===== src/rtl/game_timer.sv =====
// Parametrised game timer: up/down counting, runtime load, start/pause, one-shot or auto-reload.
// Optional step prescaler is compiled in when GAME_TIMER_PRESCALE_EN is defined.
module game_timer #(
  parameter int unsigned      WIDTH     = 5,
  parameter logic [WIDTH-1:0] RESET_VAL = {WIDTH{1'b1}},
  parameter int unsigned      MAX_VAL   = 2**WIDTH - 1,
  parameter int unsigned      PRESCALE  = 1
) (
  input  logic             clk_4_i,
  input  logic             rst_i,
  input  logic             load_i,
  input  logic [WIDTH-1:0] load_val_i,
  input  logic             start_i,
  input  logic             pause_i,
  input  logic             mode_i,
  input  logic             dir_i,
  output logic [WIDTH-1:0] count_o,
  output logic             running_o,
  output logic             expired_o,
  output logic             tc_pulse_o
);

  localparam logic [1:0] StIdle    = 2'd0;
  localparam logic [1:0] StRun     = 2'd1;
  localparam logic [1:0] StPause   = 2'd2;
  localparam logic [1:0] StExpired = 2'd3;

  localparam logic [WIDTH-1:0] MaxVal = WIDTH'(MAX_VAL);

  logic [1:0]       state_q, state_d;
  logic [WIDTH-1:0] count_q, count_d;
  logic [WIDTH-1:0] reload_q, reload_d;

  logic [WIDTH-1:0] load_clamped;
  logic             at_term;
  logic             run_active;
  logic             presc_hit;
  logic             step;

  assign load_clamped = (load_val_i > MaxVal) ? MaxVal : load_val_i;

  // Counting up treats anything at or above MaxVal as terminal so a count parked above
  // MaxVal (e.g. a larger reset value) can never wrap through the all-ones value.
  assign at_term = dir_i ? (count_q >= MaxVal) : (count_q == '0);

  // A RUN cycle only advances when no higher-priority control is present.
  assign run_active = (state_q == StRun) && !load_i && !pause_i;
  assign step       = run_active && presc_hit;
  assign tc_pulse_o = step && at_term;

`ifdef GAME_TIMER_PRESCALE_EN
  localparam int unsigned PresW = (PRESCALE > 1) ? $clog2(PRESCALE) : 1;
  localparam logic [PresW-1:0] PresMax = PresW'(PRESCALE - 1);

  logic [PresW-1:0] presc_q, presc_d;

  assign presc_hit = (presc_q == PresMax);

  always_comb begin
    presc_d = presc_q;
    if (load_i) begin
      presc_d = '0;
    end else begin
      case (state_q)
        StIdle, StExpired: begin
          if (start_i) begin
            presc_d = '0;
          end
        end
        StRun: begin
          if (run_active) begin
            presc_d = presc_hit ? '0 : presc_q + 1'b1;
          end
        end
        default: presc_d = presc_q;
      endcase
    end
  end

  always_ff @(posedge clk_4_i or posedge rst_i) begin
    if (rst_i) begin
      presc_q <= '0;
    end else begin
      presc_q <= presc_d;
    end
  end
`else
  assign presc_hit = 1'b1;
`endif

  always_comb begin
    state_d  = state_q;
    count_d  = count_q;
    reload_d = reload_q;
    if (load_i) begin
      count_d  = load_clamped;
      reload_d = load_clamped;
      state_d  = StIdle;
    end else begin
      case (state_q)
        StIdle: begin
          if (start_i) begin
            state_d = StRun;
          end
        end
        StRun: begin
          if (pause_i) begin
            state_d = StPause;
          end else if (step) begin
            if (at_term) begin
              if (mode_i) begin
                count_d = reload_q;
              end else begin
                state_d = StExpired;
              end
            end else if (dir_i) begin
              count_d = count_q + 1'b1;
            end else begin
              count_d = count_q - 1'b1;
            end
          end
        end
        StPause: begin
          if (start_i) begin
            state_d = StRun;
          end
        end
        StExpired: begin
          if (start_i) begin
            count_d = reload_q;
            state_d = StRun;
          end
        end
        default: state_d = StIdle;
      endcase
    end
  end

  always_ff @(posedge clk_4_i or posedge rst_i) begin
    if (rst_i) begin
      state_q  <= StIdle;
      count_q  <= RESET_VAL;
      reload_q <= RESET_VAL;
    end else begin
      state_q  <= state_d;
      count_q  <= count_d;
      reload_q <= reload_d;
    end
  end

  assign count_o   = count_q;
  assign running_o = (state_q == StRun);
  assign expired_o = (state_q == StExpired);

endmodule


===== config.mk =====
export PLATFORM = sky130hd
export DESIGN_NAME = game_timer
export DESIGN_NICKNAME = d
export VERILOG_FILES = /design/src/rtl/game_timer.sv
export SDC_FILE = /design/constraint.sdc
export NUM_CORES = 1
export LEC_CHECK = 0
export BUFFER_PORTS_ARGS = -buffer_cell sky130_fd_sc_hd__buf_2
export CAP_MARGIN = 20
export CORE_MARGIN = 5
export CORE_UTILIZATION = 30
export DETAILED_ROUTE_END_ITERATION = 7
export GPL_TIMING_DRIVEN = 0
export PLACE_DENSITY = 0.56
export REMOVE_ABC_BUFFERS = 1
export SLEW_MARGIN = 15
export SYNTH_ARGS = -nofsm -noshare
export SYNTH_HDL_FRONTEND = slang
export SYNTH_SLANG_ARGS = --single-unit
export TNS_END_PERCENT = 10

===== constraint.sdc =====
create_clock -name clk_4_i -period 2.55 [get_ports clk_4_i]
set_input_delay 0.1275 -clock clk_4_i [delete_from_list [all_inputs] [get_ports clk_4_i]]
set_output_delay 0.1275 -clock clk_4_i [all_outputs]
set_load 0.005 [all_outputs]

---- After elaboration in Yosys (flattened, before gate mapping) ----
Cells that the tools add are included.
word-level totals
  register bits after elaboration ......... 12
  latch bits .............................. 0
  bits in writable memories ............... 0
  bits in read-only memories .............. 0
  bits of input ports ..................... 12
  logic and storage cells ................. 46
  memories kept ........................... 0
cells by class
  add/sub/neg operators ................... 2
  multipliers ............................. 0
  div/mod/pow operators ................... 0
  magnitude comparators ................... 2
  eq/ne operators ......................... 11
  shifts and indexed selects .............. 0
  multiplexer cells ....................... 17
  bitwise gates (word level) .............. 0
  reductions and logical operators ........ 11
operators with widths
  kind                   number
  $mux W5                8
  $mux W2                6
  $pmux W5 S2            1
  $ne A4 B3 Y1 const B   2
  $ne A4 B4 Y1 const B   2
  $ne A3 B3 Y1 const B   2
  $add A5 B1 Y5 const B  1
  $ge A5 B5 Y1 const B   1
  $gt A5 B5 Y1 const B   1
  $logic_not A5 Y1       1
  $reduce_and A5 Y1      1
  $sub A5 B1 Y5 const B  1
  $eq A2 B2 Y1 const B   2
  $pmux W2 S2            1
  $reduce_and A4 Y1      1
  $logic_and A1 B1 Y1    3
  $ne A3 B1 Y1 const B   1
  $ne A3 B2 Y1 const B   1
  $reduce_bool A3 Y1     1
  $reduce_or A3 Y1       1
  $eq A2 B1 Y1 const B   1
  $logic_not A1 Y1       2
  $logic_not A2 Y1       1
  $mux W1                1

---- Depth between registers and ports, before layout ----
Gate-level depths: netlist of run 1.
  word-level depth ........................ 7
  gate-level depth with buffers ........... 7
  mapped depth without buffers ............ 7

---- Least setup slack after synthesis of run 1 ----
No wires, ideal clock.
  kind .................................... reg2reg
  start ................................... register count_q[0], in the netlist count_o[0]
  end ..................................... register count_q[1], in the netlist count_o[1]
  setup time .............................. 0.080 ns
  data arrival time ....................... 1.727 ns
  required time ........................... 2.470 ns
  path slack .............................. 0.743 ns
  stages on the path, launching flop included .. 7
  buffers on the path ..................... 1
  cell sequence ........................... dfstp_2 > nand4_1 > or3_4 > and3_4 > buf_6 > mux2_4 > o221ai_2
between the ends
  cells in the longest elaborated chain, start to end .. 7
  elaborated cells on any way between the ends .. 13
RTL lines
  what                                       RTL line  text
  start: declaration                         31        logic [WIDTH-1:0] count_q, count_d;
  start signal: assignment                   146       count_q <= count_d;
  $sub A5 B1 Y5 (tied with other cells)      119       count_d = count_q - 1'b1;
  $mux W5 / $mux W1 (equally long branches)  116, 44
  $mux W5                                    110       if (at_term) begin
  $mux W5                                    109       end else if (step) begin
  $mux W5                                    107       if (pause_i) begin
  $pmux W5 S2                                100       case (state_q)
  $mux W5                                    95        if (load_i) begin
Parallel ways exist; a longest one is shown, timed or not. The select of a mux whose other input is x is not followed.
A chain may end at the register's enable or synchronous reset.

---- Worst setup path after layout of run 1 ----
  start ................................... register count_q[0], in the netlist count_o[0]
  end ..................................... register count_q[4], in the netlist count_o[4]
The elaborated chain is that of the path after synthesis.

==> results.json, run 1 <==
{
  "routed.top_layer": "met4",
  "final_core_util_pct": 38.0,
  "wl_met3_um": 65,
  "max_freq_mhz": 530,
  "clockBufferDepth": 2,
  "finalClockSkew_ns": 0.00431,
  "slew_headroom_pct": 69.9,
  "crit_chain": "inv_1 > fa_1 > nand2b_1 > a21oi_1 > xnor2_1 > mux2i_1 > o211ai_1",
  "grt_antenna_before_repair": 0,
  "finalCritPeriodShare_pct": 74.0,
  "yosys_warnings": 0,
  "power_density_mw_per_mm2": 578,
  "cp-start-kind": "flip-flop",
  "cts_buffers": 3,
  "area_growth_pct": 20.3,
  "grt_max_degree": 17,
  "nNetsFinal": 120,
  "post_cts_resized": 0,
  "via_per_inst": 5.06,
  "chipHeight_um": 61.3,
  "wl_met1_um": 801,
  "grt_pass1_vias": 653,
  "gp_congestion": 0.761,
  "diodes": 0,
  "cp_num_buf_inv": 1,
  "dr.pass1.iters": 4,
  "r2r_slack_ns": 0.66,
  "clk_latency_ns": 0.27,
  "synth.distinct_cells": 33,
  "ctsHtreeMaxLevel": 1,
  "p_leak_uw": 0.000452,
  "arrival_ns": 2.08,
  "worstPathRequired_ns": 2.75,
  "drcViolationCount": 0,
  "final_common_cell": "buf_2",
  "syn_inst": 82,
  "power_uw": 549,
  "ys_ff_latch": 12,
  "cts.sinks": 12,
  "crit_fanout": 6,
  "worst_pin_slew_ns": 0.451,
  "ios": 20,
  "drv_slew": 0,
  "wl_met2_um": 863,
  "grt_overflow": 0,
  "crit_slowest_cell": "dfstp_2",
  "postCtsHoldBufs": 1,
  "fillers": 266,
  "cap_violations": 0,
  "numPortBuffers": 19,
  "end_kind": "flip-flop",
  "place_ws_ns": 0.681,
  "initial_core_util_pct": 31.6,
  "layout-drive-gt1-share_pct": 38.8,
  "wl_per_cell_um": 13.1,
  "setup_viol": 0,
  "ant_nets": 0,
  "hp-class": "primary input to flip-flop",
  "drt_iter0_markers": 18,
  "gr-usage-all-layers_pct": 10.5,
  "path_clk_slew_ns": 0.08,
  "wl_mm": 1.74,
  "postCtsSetupRepairBufs": 0,
  "final_cell_mix": "buf_2, dfstp_2, inv_1",
  "dieArea_mm2": 0.00376,
  "fp.dieW_um": 61.3,
  "vdd_drop_max_v": 0.000330,
  "crit_family": "flip-flops",
  "dp_hpwl_mm": 1.39,
  "timing.final.crit_period_ns": 1.89,
  "std_cell_rows": 18,
  "rsz0062_at_grt": "false",
  "status": "finished, final reports clean",
  "cts.root.buffer_cell": "clkbuf_4",
  "syn_avg_cell_area_um2": 9.63,
  "cts_tree": "built",
  "slowest_delay_ns": 0.59,
  "fin_setup_tns_ns": 0,
  "vias": 673,
  "syn_area_um2": 790,
  "critical_path_class": "flip-flop to flip-flop",
  "ys_seq_area_share_pct": 39.6,
  "fin_ws_ns": 0.664,
  "hold_viol_final": 0,
  "core_region_area_mm2": 0.00250,
  "grt_pass1_wl_mm": 2.86
}
==> metrics by stage <==
step	cells	instance area [um^2]	hold WS, ns
floorplan	79	771	-0.0150
global placement	128	903	0.146
detailed placement	128	903	0.157
CTS	133	950	0.0784
global route	133	950	0.0879
finish	133	950	0.0810
==> Yosys cell counts <==
cell type | n | area [um^2]
dfstp_2 | 10 | 263
inv_1 | 8 | 30.0
nand2_1 | 6 | 22.5
o21ai_0 | 5 | 25.0
a21oi_1 | 4 | 20.0
nand2b_1 | 4 | 25.0
nand3_1 | 4 | 20.0
ha_1 | 3 | 37.5
mux2i_1 | 3 | 30.0
nor2_1 | 3 | 11.3
xnor2_1 | 3 | 26.3
a211oi_1 | 2 | 15.0
clkbuf_1 | 2 | 7.51
dfrtp_1 | 2 | 50.1
inv_2 | 2 | 7.51
nor2b_1 | 2 | 12.5
o21ai_1 | 2 | 10.0
o221ai_1 | 2 | 17.5
a21o_1 | 1 | 7.51
a221oi_1 | 1 | 8.76
a32oi_1 | 1 | 8.76
and3_4 | 1 | 11.3
buf_6 | 1 | 11.3
fa_1 | 1 | 20.0
mux2_2 | 1 | 11.3
mux2_4 | 1 | 15.0
nand4_1 | 1 | 6.26
nor4_1 | 1 | 6.26
o211ai_1 | 1 | 7.51
o221ai_2 | 1 | 15.0
o32a_1 | 1 | 10.0
or3_4 | 1 | 11.3
xor2_1 | 1 | 8.76
==> where the power goes <==
part	total [uW]	leakage, uW	internal [uW]	switching, uW
clock	150	0.0000210	86.8	63.3
combinational	156	0.000300	78.1	77.8
sequential	243	0.000131	224	19.0
==> registers in the layout (all words and copies together), names as in the netlist <==
| register | count |
|---|---|
| count_o | 5 |
| reload_q | 5 |
| state_q | 2 |
==> final timing paths <==
path / endpoint / startpoint / cells past startpoint
worst max-delay path: count_o[4] / count_o[0] / 7
worst min-delay path: count_o[3] / load_val_i[3] / 3
worst max register to register: count_o[4] / count_o[0] / 7
worst min register to register: reload_q[4] / reload_q[4] / 2
max in group asynchronous: reload_q[0] / rst_i / 3
min in group asynchronous: state_q[0] / rst_i / 3
==> logic make-up (layout without fill, tap and decap cells) <==
family	after synthesis	in the layout	synth area share, %
and+or+nand+nor	23	23	16.0
AOI/OAI and AO/OA	21	21	18.4
buffers and inverters	13	34	7.13
DFF	12	12	39.6
muxes	5	5	7.13
adders and majority gates	4	4	7.29
xor gates and xnor gates	4	4	4.44
==> worst reg2reg max path: cells and delay by family (launching register included) <==
family,cells,cell delay (ns)
mux,1,0.09
fa+ha+maj,1,0.43
simple gates,1,0.16
buf+inv,1,0.08
compound gates,2,0.32
xor+xnor,1,0.15
flops,1,0.59
==> area by class of cell <==
type                    count  area, um^2  area share, %
multi-input cells          57         420           44.3
flip-flops and latches     12         313           32.9
repair buffers             20         105           11.1
inverters                  10        37.5           3.95
well taps                  30        37.5           3.95
clock buffers               4        36.3           3.82
==> routing by layer <==
layer | track usage [%] | vias up
met4 | 5.57 | 0
met2 | 18.4 | 14
met3 | 1.47 | 2
met5 | 0 | -
met1 | 12.3 | 326
li1 | - | 331
(Power assumes the default switching activity.)
==> run 2: changes to the inputs <==
--- a/config.mk
+++ b/config.mk
@@ -11,7 +11,7 @@
 export CORE_UTILIZATION = 30
 export DETAILED_ROUTE_END_ITERATION = 7
 export GPL_TIMING_DRIVEN = 0
-export PLACE_DENSITY = 0.56
+export PLACE_DENSITY = 0.58
 export REMOVE_ABC_BUFFERS = 1
 export SLEW_MARGIN = 15
 export SYNTH_ARGS = -nofsm -noshare
==> constraint.sdc (replaced) <==
create_clock -name clk_4_i -period 1.5 [get_ports clk_4_i]
set_input_delay 0.075 -clock clk_4_i [delete_from_list [all_inputs] [get_ports clk_4_i]]
set_output_delay 0.075 -clock clk_4_i [all_outputs]
set_load 0.005 [all_outputs]
==> results.json, run 2 (synthesized netlist as in run 1, its figures left out) <==
{
  "initial_core_util_pct": 31.6,
  "cts.sinks": 12,
  "worst_pin_slew_ns": 0.483,
  "final_area_mm2": 0.00105,
  "crit_fanout": 4,
  "drv_slew": 0,
  "hold_viol_final": 0,
  "grt_max_degree": 17,
  "drcViolationCount": 0,
  "dp_hpwl_mm": 1.37,
  "crit_path_end": "count_o[3]",
  "multi_input_area_um2": 475,
  "place_area_um2": 903,
  "finalClockSkew_ns": 0.00436,
  "path_clk_slew_ns": 0.08,
  "reg2reg_depth": 7,
  "cp-start-kind": "flip-flop",
  "clockBufferDepth": 2,
  "numPortBuffers": 19,
  "nNetsFinal": 128,
  "grt_pass1_wl_mm": 3.30,
  "chipHeight_um": 61.3,
  "ant_nets": 0,
  "worstPathRequired_ns": 1.69,
  "cts_tree": "built",
  "wl_mm": 2.08,
  "critical_path_class": "flip-flop to flip-flop",
  "cap_violations": 0,
  "std_cell_rows": 18,
  "fin_setup_tns_ns": -1.53,
  "ios": 20,
  "clk_latency_ns": 0.28,
  "layout-drive-gt1-share_pct": 51.4,
  "critPathLaunch": "count_o[1]",
  "r2r_slack_ns": -0.29,
  "diodes": 0,
  "gr-usage-all-layers_pct": 12.5,
  "setup_viol": 7,
  "seq_area_um2": 313,
  "violations": "setup timing",
  "max_freq_mhz": 559,
  "end_kind": "flip-flop",
  "r2r_end": "count_o[3]",
  "dr.pass1.iters": 4,
  "gp_congestion": 0.769,
  "grt_antenna_before_repair": 0,
  "vdd_drop_max_v": 0.000514,
  "finalCritPeriodShare_pct": 119,
  "wl_per_cell_um": 14.7,
  "hp-class": "primary input to flip-flop",
  "grt_pass1_vias": 750,
  "place_ws_ns": -0.379,
  "final_cell_mix": "buf_2, dfstp_2, buf_4",
  "final_common_cell": "buf_2",
  "status": "finished, violations left",
  "p_leak_uw": 0.000495,
  "power_density_mw_per_mm2": 939,
  "area_growth_pct": 33.6,
  "arrival_ns": 1.98,
  "drt_iter0_markers": 10,
  "reg2reg_from": "count_o[1]",
  "dieArea_mm2": 0.00376,
  "cts_buffers": 3,
  "rsz0062_at_grt": "true",
  "core_region_area_mm2": 0.00250,
  "grt_overflow": 0,
  "timing.final.crit_period_ns": 1.79,
  "slew_headroom_pct": 67.8,
  "vias": 716,
  "cts.root.buffer_cell": "clkbuf_4",
  "via_per_inst": 5.08,
  "ctsHtreeMaxLevel": 1,
  "fin_ws_ns": -0.290,
  "fillers": 245,
  "fp.dieW_um": 61.3
}
==> run 2: stage by stage <==
step	instances	power, uW	util [%]	hold slack [ns]
after global routing	141	1050	42.2	0.0160
after CTS	141	977	41.7	0.0138
after detailed placement	128	686	36.1	0.112
after global placement	128	679	36.1	0.0932
final	141	990	42.2	0.0211
after floorplan	79	599	-	-0.0675
==> run 2: critical path, stage by stage (launching register included) <==
cell      delay [ns]
dfstp_2         0.57
buf_4           0.12
ha_1            0.21
a21o_1          0.20
a21oi_2         0.17
xnor2_1         0.14
mux2i_1         0.10
o221ai_1        0.20
==> run 2: worst min path at each step <==
stage	start	endpoint	slack, ns	depth (start not counted)
2_1_floorplan	rst_i	state_q[0]	-0.07	1
3_3_place_gp	rst_i	state_q[1]	0.09	2
3_5_place_dp	rst_i	state_q[1]	0.11	2
4_1_cts	pause_i	state_q[0]	0.01	2
5_1_grt	pause_i	state_q[0]	0.02	2
6_report	pause_i	state_q[0]	0.02	2
==> run 2: cell type report <==
| class | count | share of cell area [%] |
|---|---|---|
| sequential | 12 | 29.7 |
| timing repair buffer | 28 | 15.7 |
| clock buffer | 4 | 2.49 |
| multi-input combinational | 57 | 45.1 |
| tap | 30 | 3.56 |
| inverter | 10 | 3.56 |
==> run 2: what timing repair did <==
action                                  4_1_cts  5_1_grt
endpoints found under the setup margin        7        7
resized for setup                             9        3
hold buffers                                  1        0
hold endpoints to repair                      2        0
pin swaps                                     8        5
setup buffers                                 8        0
==> run 2: report_power, final <==
group          internal (uW)  total [uW]  switching, uW
Clock                    103         218            115
Sequential               380         403           22.6
Combinational            184         369            185
Total                    667         990            323
==> run 2: routing by layer <==
layer  part of all wire (%)  up-vias  global-route usage [%]
li1                       -      350                       -
met1                     42      336                    14.0
met2                     48       20                    19.8
met3                    4.8       10                    1.89
met4                    5.2        0                    12.1
met5                      0        -                       0
==> run 3: changes to the inputs <==
--- a/config.mk
+++ b/config.mk
@@ -5,13 +5,14 @@
 export SDC_FILE = /design/constraint.sdc
 export NUM_CORES = 1
 export LEC_CHECK = 0
+export ABC_AREA = 1
 export BUFFER_PORTS_ARGS = -buffer_cell sky130_fd_sc_hd__buf_2
 export CAP_MARGIN = 20
 export CORE_MARGIN = 5
 export CORE_UTILIZATION = 30
 export DETAILED_ROUTE_END_ITERATION = 7
 export GPL_TIMING_DRIVEN = 0
-export PLACE_DENSITY = 0.58
+export PLACE_DENSITY = 0.57
 export REMOVE_ABC_BUFFERS = 1
 export SLEW_MARGIN = 15
 export SYNTH_ARGS = -nofsm -noshare
==> constraint.sdc (replaced) <==
create_clock -name clk_4_i -period 1.5 [get_ports clk_4_i]
set_input_delay 0.075 -clock clk_4_i [delete_from_list [all_inputs] [get_ports clk_4_i]]
set_output_delay 0.075 -clock clk_4_i [all_outputs]
set_load 0.01 [all_outputs]
==> results.json, run 3 <==
{
  "syn_area_um2": 900,
  "diodes": 0,
  "status": "finished, violations left",
  "slowest_delay_ns": 0.55,
  "critical_path_class": "flip-flop to flip-flop",
  "fin_setup_tns_ns": -0.352,
  "ys_ff_latch": 12,
  "cp_num_buf_inv": 1,
  "finalNonFillerCells": 178,
  "wl_mm": 2.09,
  "grt_antenna_before_repair": 0,
  "synth_ff_type": "dfstp_2",
  "cts_buffers": 3,
  "synthSimpleGateAreaFrac_pct": 38.7,
  "synth_top_cell_by_area": "dfstp_2",
  "vdd_drop_max_v": 0.000580,
  "syn_inst": 120,
  "slew_headroom_pct": 69.9,
  "place_ws_ns": -0.247,
  "fin_ws_ns": -0.110,
  "vias": 843,
  "hold_viol_final": 0,
  "synth-edff-count": 0,
  "grt_pass1_wl_mm": 3.55,
  "chipHeight_um": 64.8,
  "grt_overflow": 0,
  "cts.root.buffer_cell": "clkbuf_4",
  "final_cell_mix": "nand2_1, buf_2, inv_1",
  "worst_pin_slew_ns": 0.451,
  "drt_iter0_markers": 31,
  "worstPathRequired_ns": 1.71,
  "area_growth_pct": 22.9,
  "final_area_mm2": 0.00111,
  "max_freq_mhz": 621,
  "synth-compound-area-share_pct": 7.93,
  "final_common_cell": "nand2_1",
  "cts_tree": "built",
  "synth_fa_ha_area_share_pct": 6.40,
  "ys_seq_area_share_pct": 34.8,
  "cap_violations": 0,
  "hp-class": "primary input to flip-flop",
  "dp_hpwl_mm": 1.56,
  "arrival_ns": 1.82,
  "synth_top_area_share_pct": 29.2,
  "fillers": 302,
  "ant_nets": 0,
  "synth_top_family_by_area": "simple AND/OR/NAND/NOR gates",
  "synth_area_leaders": "dfstp_2, nand2_1, nand3_1",
  "finalCritPeriodShare_pct": 107,
  "drv_slew": 0,
  "yosys_warnings": 0,
  "global_route.usage.met3_pct": 3.45,
  "nNetsFinal": 164,
  "core_region_area_mm2": 0.00281,
  "yosysMostFrequentCell": "nand2_1",
  "busiest_layer": "met2",
  "dr.pass1.iters": 4,
  "drcViolationCount": 0,
  "postSynth.asyncResetShare_pct": 100,
  "grt_pass1_vias": 791,
  "p_leak_uw": 0.000593,
  "ios": 20,
  "rsz0062_at_grt": "true",
  "use_met2_pct": 19.3,
  "cpMostUsedCell": "nand2_1",
  "setup_viol": 5,
  "finalClockSkew_ns": 0.0114,
  "synth_xor_area_share_pct": 2.92,
  "gp_congestion": 0.759,
  "numPortBuffers": 19,
  "crit_family": "flip-flops",
  "crit_chain": "inv_2 > fa_2 > nand3b_1 > a31oi_1 > nand3_1 > nand2_1 > nand2_1 > nand2_1",
  "crit_fanout": 2,
  "gr-usage-all-layers_pct": 11.0,
  "synth.distinct_cells": 27,
  "initial_core_util_pct": 32.1,
  "dp_cells": 168,
  "crit_slowest_cell": "dfstp_2",
  "synth_mux_area_share_pct": 0,
  "dieArea_mm2": 0.00419,
  "ctsHtreeMaxLevel": 1,
  "layout-drive-gt1-share_pct": 36.7,
  "clockBufferDepth": 2,
  "syn_avg_cell_area_um2": 7.50,
  "cp-start-kind": "flip-flop",
  "std_cell_rows": 19,
  "cts.sinks": 12,
  "netlist_top_cells_count": "nand2_1, inv_1, nand3_1",
  "fp.dieW_um": 64.8,
  "grtUsageMet1_pct": 13.2,
  "via_per_inst": 4.74,
  "wl_per_cell_um": 11.8,
  "timing.final.crit_period_ns": 1.61,
  "violations": "setup timing",
  "path_clk_slew_ns": 0.08,
  "grt_max_degree": 14,
  "end_kind": "flip-flop",
  "place_area_mm2": 0.00102,
  "clk_latency_ns": 0.28,
  "power_density_mw_per_mm2": 1430
}
==> run 3: cell count changes after synthesis, sizes merged, moves of 3 or more <==
cell and delta:
nand4 +3, nand2 +35, nor2 +3, nand2b -4, o221ai -3, mux2i -3
inv +9, nand3 +11, xnor2 -3
==> run 3: logic make-up (layout without fill, tap and decap cells) <==
family	count (synthesis)	in the layout
AO/OA/AOI/OAI	12	12
XOR/XNOR	3	3
adder cells (fa/ha/maj)	4	4
buffers and inverters	21	48
flip-flops	12	12
AND/OR/NAND/NOR	68	68
==> run 3: final cells by class <==
| class | instances | area, um^2 | share of cell area (%) |
|---|---|---|---|
| timing repair buffer | 25 | 146 | 13.2 |
| clock buffer | 4 | 26.3 | 2.38 |
| sequential | 12 | 313 | 28.3 |
| tap | 31 | 38.8 | 3.51 |
| inverter | 19 | 71.3 | 6.45 |
| multi-input combinational | 87 | 510 | 46.2 |
==> run 3: metal layers <==
layer / vias to the layer above / part of all wire (%)
li1: 440 / -
met5: - / 0
met1: 384 / 45
met3: 0 / 5.6
met2: 19 / 49
met4: 0 / 0
==> run 3: tightest hold or removal path: stages <==
cell and delay, ns:
buf_2 0.08, nand2_1 0.06, o21ai_0 0.08
==> run 3: metrics by stage <==
stage                     hold WS (ns)  total power (uW)  utilization, %
after floorplan                -0.0675              1090               -
after global placement          0.0982              1280            36.4
after detailed placement         0.102              1300            36.4
after CTS                       0.0340              1590            39.1
after global routing            0.0583              1720            39.4
final                           0.0401              1580            39.4
==> run 3: repair_timing <==
| action | CTS | global route |
|---|---|---|
| hold buffers | 1 | 0 |
| resized for setup | 2 | 3 |
| endpoints found under the setup margin | 6 | 8 |
| pin swaps | 8 | 2 |
| endpoints found under the hold margin | 2 | 0 |
| setup buffers | 5 | 0 |
==> run 3: worst paths after layout <==
| kind | start | end | slack (ns) | depth (start not counted) |
|---|---|---|---|---|
| max | count_o[0] | count_o[4] | -0.11 | 8 |
| min | load_val_i[0] | reload_q[0] | 0.04 | 3 |
| max reg2reg | count_o[0] | count_o[4] | -0.11 | 8 |
| min reg2reg | reload_q[2] | reload_q[2] | 0.50 | 2 |
| max in group asynchronous | rst_i | count_o[2] | 0.81 | 3 |
| min in group asynchronous | rst_i | state_q[1] | 0.34 | 3 |
==> run 3: where the power goes <==
group	switching (uW)	internal (uW)
clock network	110	103
registers	91.7	455
logic	468	349
